File: src/rtl/instr_fetch_unit_if.sv
// Instruction-memory request/acknowledge bus.
// The fetch unit is the master, instruction memory the slave.
`timescale 1ns/1ps
interface instr_fetch_unit_if #(
   parameter int PC_WIDTH = 7
);
   logic                IMEM_REQ;
   logic [PC_WIDTH-1:0] IMEM_ADDR;
   logic                IMEM_ACK;
   logic [10:0]         IMEM_DATA;

   modport master (
      output IMEM_REQ,
      output IMEM_ADDR,
      input  IMEM_ACK,
      input  IMEM_DATA
   );

   modport slave (
      input  IMEM_REQ,
      input  IMEM_ADDR,
      output IMEM_ACK,
      output IMEM_DATA
   );
endinterface

File: src/rtl/instr_fetch_unit.sv
// Instruction fetch unit: owns PC and IR, fetches over a req/ack bus,
// and stalls the phase generator while a fetch is outstanding.
`timescale 1ns/1ps
module instr_fetch_unit #(
   parameter int          PC_WIDTH = 7,
   parameter int unsigned RESET_PC = 0,
   parameter int          TIMEOUT  = 15
) (
   input  logic                CLK,
   input  logic                RST,
   input  logic                IR_EN,
   input  logic                PC_EN,
   input  logic                PC_LOAD,
   instr_fetch_unit_if.master  imem,
   output logic [3:0]          OPCODE,
   output logic [6:0]          ADDR,
   output logic [PC_WIDTH-1:0] PC,
   output logic                STALL,
   output logic                FETCH_ERR
);

   typedef enum logic [1:0] {
      IDLE = 2'd0,
      REQ  = 2'd1,
      HOLD = 2'd2
   } state_t;

   localparam logic [7:0]          CNT_LAST = 8'(TIMEOUT - 1);
   localparam logic [PC_WIDTH-1:0] PC_RST   = PC_WIDTH'(RESET_PC);
   localparam logic [10:0]         IR_ABORT = 11'h780;

   state_t              state;
   state_t              state_d;
   logic                ir_en_q;
   logic                pc_en_q;
   logic                ir_rise;
   logic                pc_rise;
   logic [10:0]         ir;
   logic [10:0]         ir_d;
   logic                ir_ld;
   logic [7:0]          cnt;
   logic [7:0]          cnt_d;
   logic                err;
   logic                err_set;
   logic                addr_ld;
   logic                req;
   logic                stall;
   logic [PC_WIDTH-1:0] pc;
   logic [PC_WIDTH-1:0] addr_q;

   assign ir_rise = IR_EN & ~ir_en_q;
   assign pc_rise = PC_EN & ~pc_en_q;

   // FSM state register.
   always_ff @(posedge CLK) begin
      if (RST) begin
         state <= IDLE;
      end else begin
         state <= state_d;
      end
   end

   // Next state, stall and IR-load decisions for the fetch handshake.
   always_comb begin
      state_d = state;
      req     = 1'b0;
      stall   = 1'b0;
      ir_ld   = 1'b0;
      ir_d    = imem.IMEM_DATA;
      err_set = 1'b0;
      addr_ld = 1'b0;
      cnt_d   = cnt;
      unique case (state)
         IDLE: begin
            if (ir_rise) begin
               addr_ld = 1'b1;
               cnt_d   = '0;
               stall   = 1'b1;
               state_d = REQ;
            end
         end
         REQ: begin
            req = 1'b1;
            if (imem.IMEM_ACK) begin
               ir_ld   = 1'b1;
               state_d = HOLD;
            end else if (cnt == CNT_LAST) begin
               ir_ld   = 1'b1;
               ir_d    = IR_ABORT;
               err_set = 1'b1;
               state_d = HOLD;
            end else begin
               cnt_d = cnt + 8'd1;
               stall = 1'b1;
            end
         end
         HOLD: begin
            if (!IR_EN) begin
               state_d = IDLE;
            end
         end
         default: begin
            state_d = IDLE;
         end
      endcase
   end

   // PC, IR, fetch address, wait counter, error flag and edge detectors.
   always_ff @(posedge CLK) begin
      if (RST) begin
         pc      <= PC_RST;
         ir      <= '0;
         addr_q  <= PC_RST;
         cnt     <= '0;
         err     <= 1'b0;
         ir_en_q <= 1'b0;
         pc_en_q <= 1'b0;
      end else begin
         ir_en_q <= IR_EN;
         pc_en_q <= PC_EN;
         cnt     <= cnt_d;
         if (ir_ld) begin
            ir <= ir_d;
         end
         if (addr_ld) begin
            addr_q <= pc;
         end
         if (err_set) begin
            err <= 1'b1;
         end
         if (pc_rise) begin
            pc <= PC_LOAD ? PC_WIDTH'(ir[6:0])
                          : pc + PC_WIDTH'(1);
         end
      end
   end

   assign imem.IMEM_REQ  = req;
   assign imem.IMEM_ADDR = addr_q;
   assign OPCODE         = ir[10:7];
   assign ADDR           = ir[6:0];
   assign PC             = pc;
   assign STALL          = stall;
   assign FETCH_ERR      = err;

endmodule

File: src/flat_wrapper.sv
// flat-port wrapper written by rule: the top's interface ports become plain ports
module instr_fetch_unit_flat 
#(
   parameter int          PC_WIDTH = 7,
   parameter int unsigned RESET_PC = 0,
   parameter int          TIMEOUT  = 15
)
  (CLK, RST, IR_EN, PC_EN, PC_LOAD, OPCODE, ADDR, PC, STALL, FETCH_ERR, imem_IMEM_REQ, imem_IMEM_ADDR, imem_IMEM_ACK, imem_IMEM_DATA);
  instr_fetch_unit_if #(.PC_WIDTH(PC_WIDTH)) imem_i ();
  input  logic CLK;
  input  logic RST;
  input  logic IR_EN;
  input  logic PC_EN;
  input  logic PC_LOAD;
  output logic [3:0] OPCODE;
  output logic [6:0] ADDR;
  output logic [PC_WIDTH-1:0] PC;
  output logic STALL;
  output logic FETCH_ERR;
  output wire logic [$bits(imem_i.IMEM_REQ)-1:0] imem_IMEM_REQ;
  output wire logic [$bits(imem_i.IMEM_ADDR)-1:0] imem_IMEM_ADDR;
  input wire logic [$bits(imem_i.IMEM_ACK)-1:0] imem_IMEM_ACK;
  input wire logic [$bits(imem_i.IMEM_DATA)-1:0] imem_IMEM_DATA;
  assign imem_IMEM_REQ = imem_i.IMEM_REQ;
  assign imem_IMEM_ADDR = imem_i.IMEM_ADDR;
  assign imem_i.IMEM_ACK = imem_IMEM_ACK;
  assign imem_i.IMEM_DATA = imem_IMEM_DATA;
  instr_fetch_unit #(.PC_WIDTH(PC_WIDTH), .RESET_PC(RESET_PC), .TIMEOUT(TIMEOUT)) u_core (.CLK(CLK), .RST(RST), .IR_EN(IR_EN), .PC_EN(PC_EN), .PC_LOAD(PC_LOAD), .imem(imem_i), .OPCODE(OPCODE), .ADDR(ADDR), .PC(PC), .STALL(STALL), .FETCH_ERR(FETCH_ERR));
endmodule
File: config.mk
export PLATFORM = sky130hd
export DESIGN_NAME = instr_fetch_unit_flat
export DESIGN_NICKNAME = d
export VERILOG_FILES = /design/src/rtl/instr_fetch_unit_if.sv /design/src/rtl/instr_fetch_unit.sv /design/src/flat_wrapper.sv
export SDC_FILE = /design/constraint.sdc
export NUM_CORES = 1
export LEC_CHECK = 0
export CORE_ASPECT_RATIO = 1.5
export CORE_MARGIN = 2
export CORE_UTILIZATION = 50
export CTS_BUF_LIST = sky130_fd_sc_hd__clkbuf_2 sky130_fd_sc_hd__clkbuf_4 sky130_fd_sc_hd__clkbuf_8
export CTS_CLUSTER_DIAMETER = 50
export DETAILED_ROUTE_END_ITERATION = 7
export DONT_BUFFER_PORTS = 1
export GPL_TIMING_DRIVEN = 0
export PLACE_DENSITY = 0.66
export SYNTH_ARGS = -nofsm -noshare
export SYNTH_HDL_FRONTEND = slang
export SYNTH_SLANG_ARGS = --single-unit
File: constraint.sdc
create_clock -name CLK -period 2.2 [get_ports CLK]
set_input_delay 0 -clock CLK [delete_from_list [all_inputs] [get_ports CLK]]
set_output_delay 0 -clock CLK [all_outputs]
set_load 0.02 [all_outputs]
Yosys cells after proc, flatten, opt, wreduce, memory -nomap -nowiden
Index checks and enable logic that the tools add are counted.
W data, S select, Z words.
{"block": "totals", "elab_cells": 50, "out_inout_bits": 28, "ff_bits": 38}
{"block": "classes", "n_reduce_logical": 4, "eq_ne": 8, "bitwise": 4, "n_mux": 24, "n_addsub": 2}
{"operator": "$mux W11", "n": 3}
{"operator": "$mux W8", "n": 3}
{"operator": "$pmux W8 S2", "n": 1}
{"operator": "$mux W1", "n": 10}
{"operator": "$add A8 B1 Y8 const B", "n": 1}
{"operator": "$eq A8 B4 Y1 const B", "n": 1}
{"operator": "$mux W2", "n": 4}
{"operator": "$add A7 B1 Y7 const B", "n": 1}
{"operator": "$mux W7", "n": 1}
{"operator": "$ne A2 B2 Y1 const B", "n": 3}
{"operator": "$pmux W2 S3", "n": 1}
{"operator": "$reduce_and A4 Y1", "n": 1}
{"operator": "$ne A3 B2 Y1 const B", "n": 1}
{"operator": "$reduce_and A3 Y1", "n": 1}
{"operator": "$and A1 B1 Y1", "n": 2}
{"operator": "$eq A2 B1 Y1 const B", "n": 1}
{"operator": "$eq A2 B2 Y1 const B", "n": 1}
{"operator": "$logic_not A2 Y1", "n": 1}
{"operator": "$ne A2 B1 Y1 const B", "n": 1}
{"operator": "$not A1 Y1", "n": 2}
{"operator": "$pmux W1 S2", "n": 1}
{"operator": "$reduce_bool A2 Y1", "n": 1}

Depth between registers and ports, before layout
Gate-level depths: netlist of the first run.
{"block": "depth", "word_depth": 4, "ltp_mapped": 7, "mapped_depth_nobuf": 6}

Least setup slack after synthesis of the first run
No wires, ideal clock.
{"block": "synth_timing", "path_kind": "flip-flop to flip-flop", "from": "register u_core.cnt[7]", "to": "register u_core.cnt[1]", "setup_slack_ns": 0.559, "setup_ns": 0.065, "n_path_buf": 1, "arrival_time_ns": 1.576, "path_stages_with_launch": 6, "required_time_ns": 2.135, "path_cell_list": "dfxtp_1 > or4_4 > o21ai_4 > buf_6 > mux2_4 > nor2_1"}
{"block": "synth_between", "elab_chain_cells": 3}
{"item": "start: declaration", "line": "instr_fetch_unit.sv:41", "source": "logic [7:0] cnt;"}
{"item": "start signal: assignment", "line": "instr_fetch_unit.sv:121", "source": "cnt <= cnt_d;"}
{"item": "$eq A8 B4 Y1", "line": "instr_fetch_unit.sv:87", "source": "end else if (cnt == CNT_LAST) begin"}
{"item": "$ne A2 B2 Y1 (no source line)"}
{"item": "$reduce_and A4 Y1 (no source line)"}
Every way passes these cells.
A chain may end at the register's enable or synchronous reset.

Final worst setup path of the first run
{"block": "layout_timing", "from": "register u_core.state[0]", "to": "register u_core.ir[7]"}
{"block": "layout_between", "elab_chain_cells": 2}
{"item": "start: declaration", "line": "instr_fetch_unit.sv:32", "source": "state_t state;"}
{"item": "start signal: assignment", "line": "instr_fetch_unit.sv:59", "source": "state <= state_d;"}
{"item": "$eq A2 B1 Y1 (*)", "line": "instr_fetch_unit.sv:73", "source": "unique case (state)"}
{"item": "$mux W11 / $mux W1 (equally long branches)", "line": "instr_fetch_unit.sv:73"}
{"item": "end signal: assignment", "line": "instr_fetch_unit.sv:123", "source": "ir <= ir_d;"}
{"item": "end: declaration", "line": "instr_fetch_unit.sv:38", "source": "logic [10:0] ir;"}
Every way passes the cells marked *; elsewhere a longest branch is shown, timed or not.

==> reports/qor.txt, run 1 <==
Status -> complete, no violations
CTS HTree Levels -> 2
GPL Wtd Cong -> 0.804
Starting DRT DRC Count -> 46
Final period util -> 0.809
Synth warnings -> 0
Via count -> 1466
Hold Path Cell Cnt -> 3
CTS buffer count -> 5
Vias in the first global route -> 1525
Avg Cell Area, Syn -> 8.99 sq um
Distinct cells, synth -> 43
Final setup vio count -> 0
Post-DRT Antenna Nets -> 0
Worst r2r src -> u_core.state[0]
Commonest register cell after synthesis -> dfxtp_1
Worst VDD drop -> 484 uV
Share of cells above drive strength 1 -> 0.102
Die area -> 3770 sq um
CP bufs+invs -> 2
Max Freq -> 562 MHz
Synth Instances -> 183
Critical-path cell list -> nor2b_1, buf_2, nand2_1, nor2_1, dlygate4sd3_1, nor3_1
Worst skew pair latency -> 280 ps
Final instance area -> 1930 sq um
Reg clk slew, reported paths -> 70 ps
Yosys reg bits -> 38
Crit path largest cell delay -> 560 ps
TritonCTS clock tree -> yes
Slew Limit Fails -> 0
Detailed Place HPWL -> 2990 microns
Wire length per cell -> 17.0 microns
Critical-path top delay cell -> dlygate4sd3_1
Seq/Total Area, Yosys -> 0.462
Final min period -> 1780 ps
Post-layout util -> 0.611
Largest net degree at the start of global routing -> 11
Hold Crit Class -> input port to flip-flop
Arrival @ worst endpoint -> 1940 ps
Vias/cell -> 5.98
P_leak -> 0.690 nW
Starting density of the core -> 0.521
Die Wd -> 50.8 microns
Syn-to-layout area delta -> 17.3%
Ant diodes -> 0
Longest Clk Path Bufs -> 2
# IOs -> 45
R2R cell count -> 6
Crit path max fanout -> 8
Worst setup EP type -> flip-flop
Initial DRT Pass Iterations -> 4
Fin nets -> 225
Total track usage -> 0.241
Synth async-reset ratio -> 0
CP required -> 2360 ps
Tightest Pin Transition -> 735 ps
Root Buffer -> clkbuf_8
Post-Syn Nets -> 203
First-pass GRT wire length -> 6780 microns
R2R Path End -> u_core.ir[7]
Final wirelength -> 4180 microns
Placed instance area -> 1700 sq um
Max-slew headroom -> 0.509
CORE AREA -> 3160 sq um
DRC Markers -> 0
Row Count -> 25
Kind of critical path -> flip-flop to flip-flop
Die Span Y -> 74.3 microns
Post-Syn Area -> 1650 sq um
Post-route setup TNS -> 0 ps
Pre-CTS setup slack -> 444 ps
Skew final -> 2.93 ps
Delay-heaviest family, CP -> buffers and inverters
Hold endpoint -> u_core.ir[8]
Max cap viols -> 0
Total global routing overflow -> 0
Pwr dens -> 692 nW/um^2
# port buffers -> 0
Hold_sp -> imem_IMEM_ACK
Number of flops mapped to enable cells by yosys -> 0
Final Hold Vio Count -> 0
Crit path launch type -> flip-flop
Initial antenna violation count -> 0
PnR worst setup slack -> 421 ps
CTS sink count -> 38
Reg2reg setup slack -> 420 ps
Unrepaired setup endpoints after global routing -> no
[flip-flops by register name, summed over array words and instances (netlist names)]
signal and flops:
u_core.FETCH_ERR 1, u_core.PC 7, u_core.cnt 8, u_core.state 2, u_core.pc_en_q 1, u_core.imem.IMEM_ADDR 7
u_core.ir_en_q 1, u_core.ir 11
[through the flow]
step	power, W	cells	hold WS [ps]
after global routing	0.00138	245	21.5
after floorplan	0.000838	183	128
final	0.00134	245	23.6
after CTS	0.00135	245	9.00
after global placement	0.000859	223	135
after detailed placement	0.000865	223	137
[tightest hold or removal path, cell delays in order]
cell and delay, ps:
nand2_1 100, nor2_1 110, nor3_1 50
[synth_stat cells, drive strengths merged (2+ instances only)]
master	instances	share of area
and3	2	0.0076
ha	3	0.023
nor3b	2	0.012
dfxtp	38	0.46
a21oi	20	0.063
a22o	10	0.053
or3	4	0.017
nand4	2	0.0076
nor3	4	0.012
nand2b	2	0.0076
nor2	19	0.043
inv	2	0.0046
o31ai	4	0.021
nand2	23	0.057
nor2b	5	0.019
buf	4	0.017
a21o	2	0.0091
a31oi	3	0.011
a22oi	4	0.018
clkbuf	5	0.011
or4	4	0.021
nand3	4	0.012
o21ai	8	0.031
[final cells by class]
class | count | area, sq um
multi-input combinational | 134 | 831
sequential | 38 | 761
clock buffer | 7 | 83.8
fill | 276 | 1230
inverter | 2 | 7.51
buffer | 9 | 46.3
timing repair buffer | 15 | 150
tap | 40 | 50.0
[cells in the final DEF (no fill, tap or decap), drive strengths merged, types with 5 or more instances in the layout]
master / Yosys / final
o21ai: 8 / 8
a21oi: 20 / 20
nor2: 19 / 19
dfxtp: 38 / 38
a22o: 10 / 10
dlygate4sd3: 0 / 15
nor2b: 5 / 5
nand2: 23 / 23
clkbuf: 5 / 12
[routing by layer]
metal  vias to the layer above  GRT usage  wire length [microns]
li1                        702          -                      -
met2                        45      0.472                   2380
met4                         0      0.138                    133
met5                         -          0                      0
met1                       704      0.214                   1450
met3                        15     0.0683                    213
[how the worst max path moves through the flow]
| stage | cells after the start | startpoint | end |
|---|---|---|---|
| finish | 6 | u_core.state[0] | u_core.ir[7] |
| global route | 5 | u_core.cnt[4] | u_core.cnt[1] |
| CTS | 5 | u_core.cnt[4] | u_core.cnt[1] |
| detailed placement | 5 | u_core.cnt[4] | u_core.cnt[1] |
| global placement | 5 | u_core.cnt[4] | u_core.cnt[1] |
| floorplan | 5 | u_core.cnt[7] | u_core.cnt[1] |
[where the power goes]
group          switching [W]  internal, W  leakage [nW]
Clock               0.000221     0.000243        0.0452
Sequential         0.0000355     0.000707         0.308
Combinational      0.0000748    0.0000555         0.336
Total               0.000331      0.00100         0.690
[logic make-up (layout without fill, tap and decap cells)]
kind of cell | Yosys count | in the layout | synth area share
flops | 38 | 38 | 0.462
mux | 2 | 2 | 0.0152
compound gates | 55 | 55 | 0.233
buf+inv | 11 | 33 | 0.0327
xor+xnor | 1 | 1 | 0.00532
simple gates | 73 | 73 | 0.228
fa+ha+maj | 3 | 3 | 0.0228
[repair_timing]
| item | 4_1_cts | 5_1_grt |
|---|---|---|
| setup endpoints to repair | 0 | 0 |
| hold buffers | 15 | 0 |
| endpoints found under the hold margin | 14 | 0 |
| buffers inserted | 0 | 0 |
| gates resized for setup | 0 | 0 |
Note: power is estimated with default switching activity, not from simulation.
==> run 2: changes to the inputs <==
==> constraint.sdc (replaced) <==
create_clock -name CLK -period 1.8 [get_ports CLK]
set_input_delay 0 -clock CLK [delete_from_list [all_inputs] [get_ports CLK]]
set_output_delay 0 -clock CLK [all_outputs]
set_load 0.02 [all_outputs]
==> reports/qor.txt, run 2 (synthesized netlist as in run 1, its figures left out) <==
Status -> complete, no violations
Most common cell after layout, fill and taps aside -> dfxtp_1
Clk pwr share -> 0.347 (about the same)
Crit path launch type -> flip-flop
Wire length per cell -> 17.1 microns (+0.45%)
Post-layout util -> 0.614 (+0.00356)
Reg clk slew, reported paths -> 70 ps (about the same)
Sequential share of power -> 0.555 (about the same)
Final wirelength -> 4200 microns (+0.45%)
Internal -> 0.00123 W (+22%)
Syn-to-layout area delta -> 17.9%
Register area -> 762 sq um (+0.16%)
Initial DRT Pass Iterations -> 4 (unchanged)
Most frequent cells in the layout -> dfxtp_1 (37), nand2_1 (22), a21oi_1 (19)
Largest net degree at the start of global routing -> 11 (unchanged)
Share of cells above drive strength 1 -> 0.117 (+0.0146)
Final setup vio count -> 0 (unchanged)
Dpl cells -> 223 (unchanged)
Combinational share of power -> 0.098 (about the same)
Switching Power -> 0.000406 W (+23%)
Fin nets -> 225 (unchanged)
Hold Crit Class -> input port to flip-flop
CORE AREA -> 3160 sq um (unchanged)
P_leak -> 0.690 nW (about the same)
Via count -> 1463 (-0.20%)
# port buffers -> 0 (unchanged)
Longest Clk Path Bufs -> 2 (unchanged)
Worst skew pair latency -> 290 ps (about the same)
Cell Count, Final, Fillers Out -> 245 (unchanged)
Skew final -> 3.65 ps (+0.720 ps)
Die Wd -> 50.8 microns (unchanged)
Worst setup EP type -> flip-flop
Slew Limit Fails -> 0 (unchanged)
Crit path max fanout -> 8 (unchanged)
Initial antenna violation count -> 0 (unchanged)
Root Buffer -> clkbuf_8
Max cap viols -> 0 (unchanged)
Starting density of the core -> 0.521 (unchanged)
Post-DRT Antenna Nets -> 0 (unchanged)
CP required -> 1960 ps (-400 ps)
GPL Wtd Cong -> 0.804 (unchanged)
Max Freq -> 576 MHz (+2.6%)
CTS HTree Levels -> 2 (unchanged)
Detailed Place HPWL -> 2990 microns (unchanged)
Crit path largest cell delay -> 560 ps (about the same)
Ant diodes -> 0 (unchanged)
Regs by FF count -> u_core.ir: 11 flops, u_core.cnt: 8 flops
Unrepaired setup endpoints after global routing -> yes
Die area -> 3770 sq um (unchanged)
Tightest Pin Transition -> 735 ps (-0.584 ps)
Reg with most FFs -> u_core.ir
Vias in the first global route -> 1525 (unchanged)
Final min period -> 1730 ps (-44.7 ps)
Final period util -> 0.964 (+0.155)
Critical-path cell list -> nor2b_1, clkbuf_4, nand2_1, nor2_1, dlygate4sd3_1, nor3_1
Final Hold Vio Count -> 0 (unchanged)
Pwr dens -> 842 nW/um^2 (+22%)
DRC Markers -> 0 (unchanged)
TritonCTS clock tree -> yes
Reg2reg setup slack -> 70 ps (-360 ps)
Die Span Y -> 74.3 microns (unchanged)
Post-CTS Setup Bufs -> 0 (unchanged)
PnR worst setup slack -> 65.3 ps (-355 ps)
Pwr Total -> 0.00163 W (+22%)
CTS buffer count -> 5 (unchanged)
Row Count -> 25 (unchanged)
# IOs -> 45 (unchanged)
Max reg flops -> 11 (unchanged)
Worst VDD drop -> 592 uV (+22%)
Total global routing overflow -> 0 (unchanged)
Kind of critical path -> flip-flop to flip-flop
Pre-CTS setup slack -> 43.6 ps (-400 ps)
CTS sink count -> 38 (unchanged)
Fill cells -> 274 (-0.72%)
Hold Path Cell Cnt -> 3 (unchanged)
R2R cell count -> 6 (unchanged)
Multi-input combinational cell area -> 838 sq um (+0.90%)
Starting DRT DRC Count -> 25 (-46%)
Total track usage -> 0.241 (unchanged)
Switching portion of total power -> 0.248 (+0.000325)
Max-slew headroom -> 0.509 (about the same)
Critical-path top delay cell -> dlygate4sd3_1
First-pass GRT wire length -> 6780 microns (unchanged)
Vias/cell -> 5.97 (-0.20%)
Arrival @ worst endpoint -> 1890 ps (-50 ps)
run 2: timing repair:
item	in CTS	in global routing
hold buffers	15	0
endpoints found under the setup margin	0	6
resized for setup	0	4
endpoints found under the hold margin	14	0
run 2: through the flow:
step | TNS [ps] | hold WS (ps) | cell area (sq um)
after floorplan | 0 | 128 | 1650
after global placement | 0 | 135 | 1700
after detailed placement | 0 | 137 | 1700
after CTS | 0 | 9.00 | 1930
after global routing | -7.37 | 21.5 | 1940
final | 0 | 23.3 | 1940
run 2: layer usage:
| metal | wire [microns] | track usage | part of all wire |
|---|---|---|---|
| met4 | 125 | 0.138 | 0.030 |
| met5 | 0 | 0 | 0 |
| met3 | 204 | 0.0683 | 0.049 |
| met2 | 2410 | 0.472 | 0.57 |
| met1 | 1460 | 0.214 | 0.35 |
run 2: cell type report:
| class | instances | area share |
|---|---|---|
| clock buffer | 7 | 0.0432 |
| buffer | 9 | 0.0251 |
| multi-input combinational | 134 | 0.432 |
| sequential | 38 | 0.393 |
| inverter | 2 | 0.00387 |
| timing repair buffer | 15 | 0.0774 |
| tap | 40 | 0.0258 |
run 2: power by group through the flow:
stage	combinational, W	clock (W)	sequential (W)
after detailed placement	0.000130	0	0.000926
final	0.000160	0.000567	0.000907
after CTS	0.000157	0.000580	0.000907
after global routing	0.000175	0.000606	0.000909
after global placement	0.000124	0	0.000925
after floorplan	0.000106	0	0.000917
run 2: critical path, delay by kind of cell, from the launching register on:
| kind | cells | cell delay (ps) |
|---|---|---|
| buffers and inverters | 2 | 790 |
| flip-flops | 1 | 370 |
| AND/OR/NAND/NOR | 4 | 450 |
run 2: worst paths after layout:
path	startpoint	to
max	u_core.state[0]	u_core.ir[7]
min	imem_IMEM_ACK	u_core.ir[8]
max reg2reg	u_core.state[0]	u_core.ir[7]
min reg2reg	u_core.cnt[7]	u_core.cnt[7]
==> run 3: changes to the inputs <==
--- a/config.mk
+++ b/config.mk
@@ -7,13 +7,13 @@
 export LEC_CHECK = 0
 export CORE_ASPECT_RATIO = 1.5
 export CORE_MARGIN = 2
-export CORE_UTILIZATION = 50
+export CORE_UTILIZATION = 32
 export CTS_BUF_LIST = sky130_fd_sc_hd__clkbuf_2 sky130_fd_sc_hd__clkbuf_4 sky130_fd_sc_hd__clkbuf_8
 export CTS_CLUSTER_DIAMETER = 50
 export DETAILED_ROUTE_END_ITERATION = 7
 export DONT_BUFFER_PORTS = 1
 export GPL_TIMING_DRIVEN = 0
-export PLACE_DENSITY = 0.66
+export PLACE_DENSITY = 0.47
 export SYNTH_ARGS = -nofsm -noshare
 export SYNTH_HDL_FRONTEND = slang
 export SYNTH_SLANG_ARGS = --single-unit
==> reports/qor.txt, run 3 (synthesized netlist as in run 1, its figures left out) <==
Status -> complete, no violations
Slew Limit Fails -> 0 (unchanged)
CP bufs+invs -> 1 (-1)
Max Freq -> 565 MHz (-2.0%)
Regs by FF count -> u_core.ir: 11 flops, u_core.cnt: 8 flops
Final period util -> 0.984 (+0.0201)
Post-route setup TNS -> 0 ps (unchanged)
Longest Clk Path Bufs -> 2 (unchanged)
Worst skew pair latency -> 290 ps (about the same)
Initial DRT Pass Iterations -> 4 (unchanged)
Ant diodes -> 0 (unchanged)
Detailed Place HPWL -> 2890 microns (-3.3%)
Sequential share of power -> 0.534 (-0.021)
Fin nets -> 227 (+0.89%)
Final wirelength -> 3860 microns (-8.0%)
Max-slew headroom -> 0.463 (-0.0460)
Share of cells above drive strength 1 -> 0.135 (+0.0175)
Post-DRT Antenna Nets -> 0 (unchanged)
Unrepaired setup endpoints after global routing -> yes
Total global routing overflow -> 0 (unchanged)
Met2 usage -> 0.268 (-0.204)
Via count -> 1445 (-1.2%)
CTS buffer count -> 5 (unchanged)
Total track usage -> 0.145 (-0.0953)
Largest net degree at the start of global routing -> 12 (+1)
Tightest Pin Transition -> 804 ps (+68.8 ps)
Pwr dens -> 838 nW/um^2 (-0.54%)
Clk pwr share -> 0.371 (+0.024)
Met1 Usage GRT -> 0.146 (-0.0678)
Final setup vio count -> 0 (unchanged)
Wire length per cell -> 14.0 microns (-18%)
Switching portion of total power -> 0.256 (+0.00811)
CTS HTree Levels -> 2 (unchanged)
Max cap viols -> 0 (unchanged)
Critical-path top delay cell -> or4_4
Switching Power -> 0.000433 W (+6.8%)
Delay-heaviest family, CP -> simple AND/OR/NAND/NOR gates
Hold Crit Class -> input port to flip-flop
Critical-path cell list -> or4_4, o21ai_4, buf_6, mux2_4, nor2_4
Worst setup EP type -> flip-flop
Worst VDD drop -> 529 uV (-11%)
Initial antenna violation count -> 0 (unchanged)
CORE AREA -> 5040 sq um (+60%)
# IOs -> 45 (unchanged)
Most common cell after layout, fill and taps aside -> dfxtp_1
Kind of critical path -> flip-flop to flip-flop
Arrival @ worst endpoint -> 2000 ps (+110 ps)
Crit path largest cell delay -> 590 ps (+30 ps)
Vias/cell -> 5.24 (-12%)
Root Buffer -> clkbuf_8
Combinational share of power -> 0.095 (-0.003)
Busiest grt layer -> met2
# port buffers -> 0 (unchanged)
P_leak -> 0.712 nW (+3.2%)
DRC Markers -> 0 (unchanged)
Most frequent cells in the layout -> dfxtp_1 (37), nand2_1 (22), a21oi_1 (19)
Crit path max fanout -> 8 (unchanged)
Reg with most FFs -> u_core.ir
Starting DRT DRC Count -> 72 (+190%)
Die Wd -> 62.5 microns (+23%)
Hold Slack -> 8.57 ps (-14.7 ps)
Dpl cells -> 251 (+13%)
Internal -> 0.00126 W (+2.3%)
Skew final -> 5.53 ps (+1.88 ps)
First-pass GRT wire length -> 6700 microns (-1.1%)
Max reg flops -> 11 (unchanged)
Row Count -> 32 (+28%)
CTS sink count -> 38 (unchanged)
CP required -> 2030 ps (+70 ps)
Syn-to-layout area delta -> 22.6%
Reg clk slew, reported paths -> 70 ps (about the same)
Crit path launch type -> flip-flop
Die Span Y -> 91.8 microns (+24%)
Final Hold Vio Count -> 0 (unchanged)
Die area -> 5740 sq um (+52%)
Final min period -> 1770 ps (+36.2 ps)
Cell Count, Final, Fillers Out -> 276 (+13%)
GPL Wtd Cong -> 0.825 (+2.6%)
Met3 GRT Util -> 0.0380 (-0.0302)
Starting density of the core -> 0.326 (-0.195)
Vias in the first global route -> 1522 (-0.20%)
TritonCTS clock tree -> yes
==> run 3: what timing repair did <==
item / 4_1_cts / 5_1_grt
resized for setup: 0 / 5
setup buffers: 0 / 3
endpoints found under the hold margin: 14 / 0
endpoints found under the setup margin: 0 / 6
hold buffers: 14 / 0
==> run 3: power groups by stage <==
stage | Combinational, W | Sequential [W] | Clock [W]
global placement | 0.000130 | 0.000924 | 0
global route | 0.000178 | 0.000907 | 0.000685
finish | 0.000160 | 0.000903 | 0.000627
CTS | 0.000157 | 0.000905 | 0.000641
detailed placement | 0.000132 | 0.000925 | 0
floorplan | 0.000106 | 0.000917 | 0
==> run 3: worst paths after layout <==
path | startpoint | to | slack [ps] | cells past startpoint
max | u_core.cnt[4] | u_core.cnt[1] | 30 | 5
min | imem_IMEM_ACK | u_core.ir[8] | 9 | 3
max reg2reg | u_core.cnt[4] | u_core.cnt[1] | 30 | 5
min reg2reg | u_core.cnt[7] | u_core.cnt[7] | 490 | 2
==> run 3: routing by layer <==
metal / part of all wire / wire length, microns / vias up
met2: 0.54 / 2090 / 47
met1: 0.38 / 1450 / 679
met3: 0.059 / 228 / 8
met5: 0 / 0 / -
met4: 0.024 / 93 / 0
li1: - / - / 711
==> run 3: stage by stage <==
stage / setup WS [ps] / util / power, W / area [sq um]
floorplan: 159 / - / 0.00102 / 1650
global placement: 43.0 / 0.343 / 0.00105 / 1730
detailed placement: 27.0 / 0.343 / 0.00106 / 1730
CTS: 4.89 / 0.390 / 0.00170 / 1970
global route: -17.2 / 0.400 / 0.00177 / 2020
finish: 29.1 / 0.400 / 0.00169 / 2020
==> run 3: final cells by class <==
type / instances / area, sq um
clock buffers: 7 / 90.1
plain buffers: 9 / 46.3
well taps: 68 / 85.1
inverters: 2 / 7.51
fillers: 544 / 3030
multi-input cells: 134 / 843
repair buffers: 17 / 175
clock inverters: 1 / 5.00
flip-flops and latches: 38 / 764
==> run 3: worst register-to-register path: stages (launching register included) <==
cell and delay (ps):
dfxtp_4 350, or4_4 590, o21ai_4 210, buf_6 180, mux2_4 320, nor2_4 70
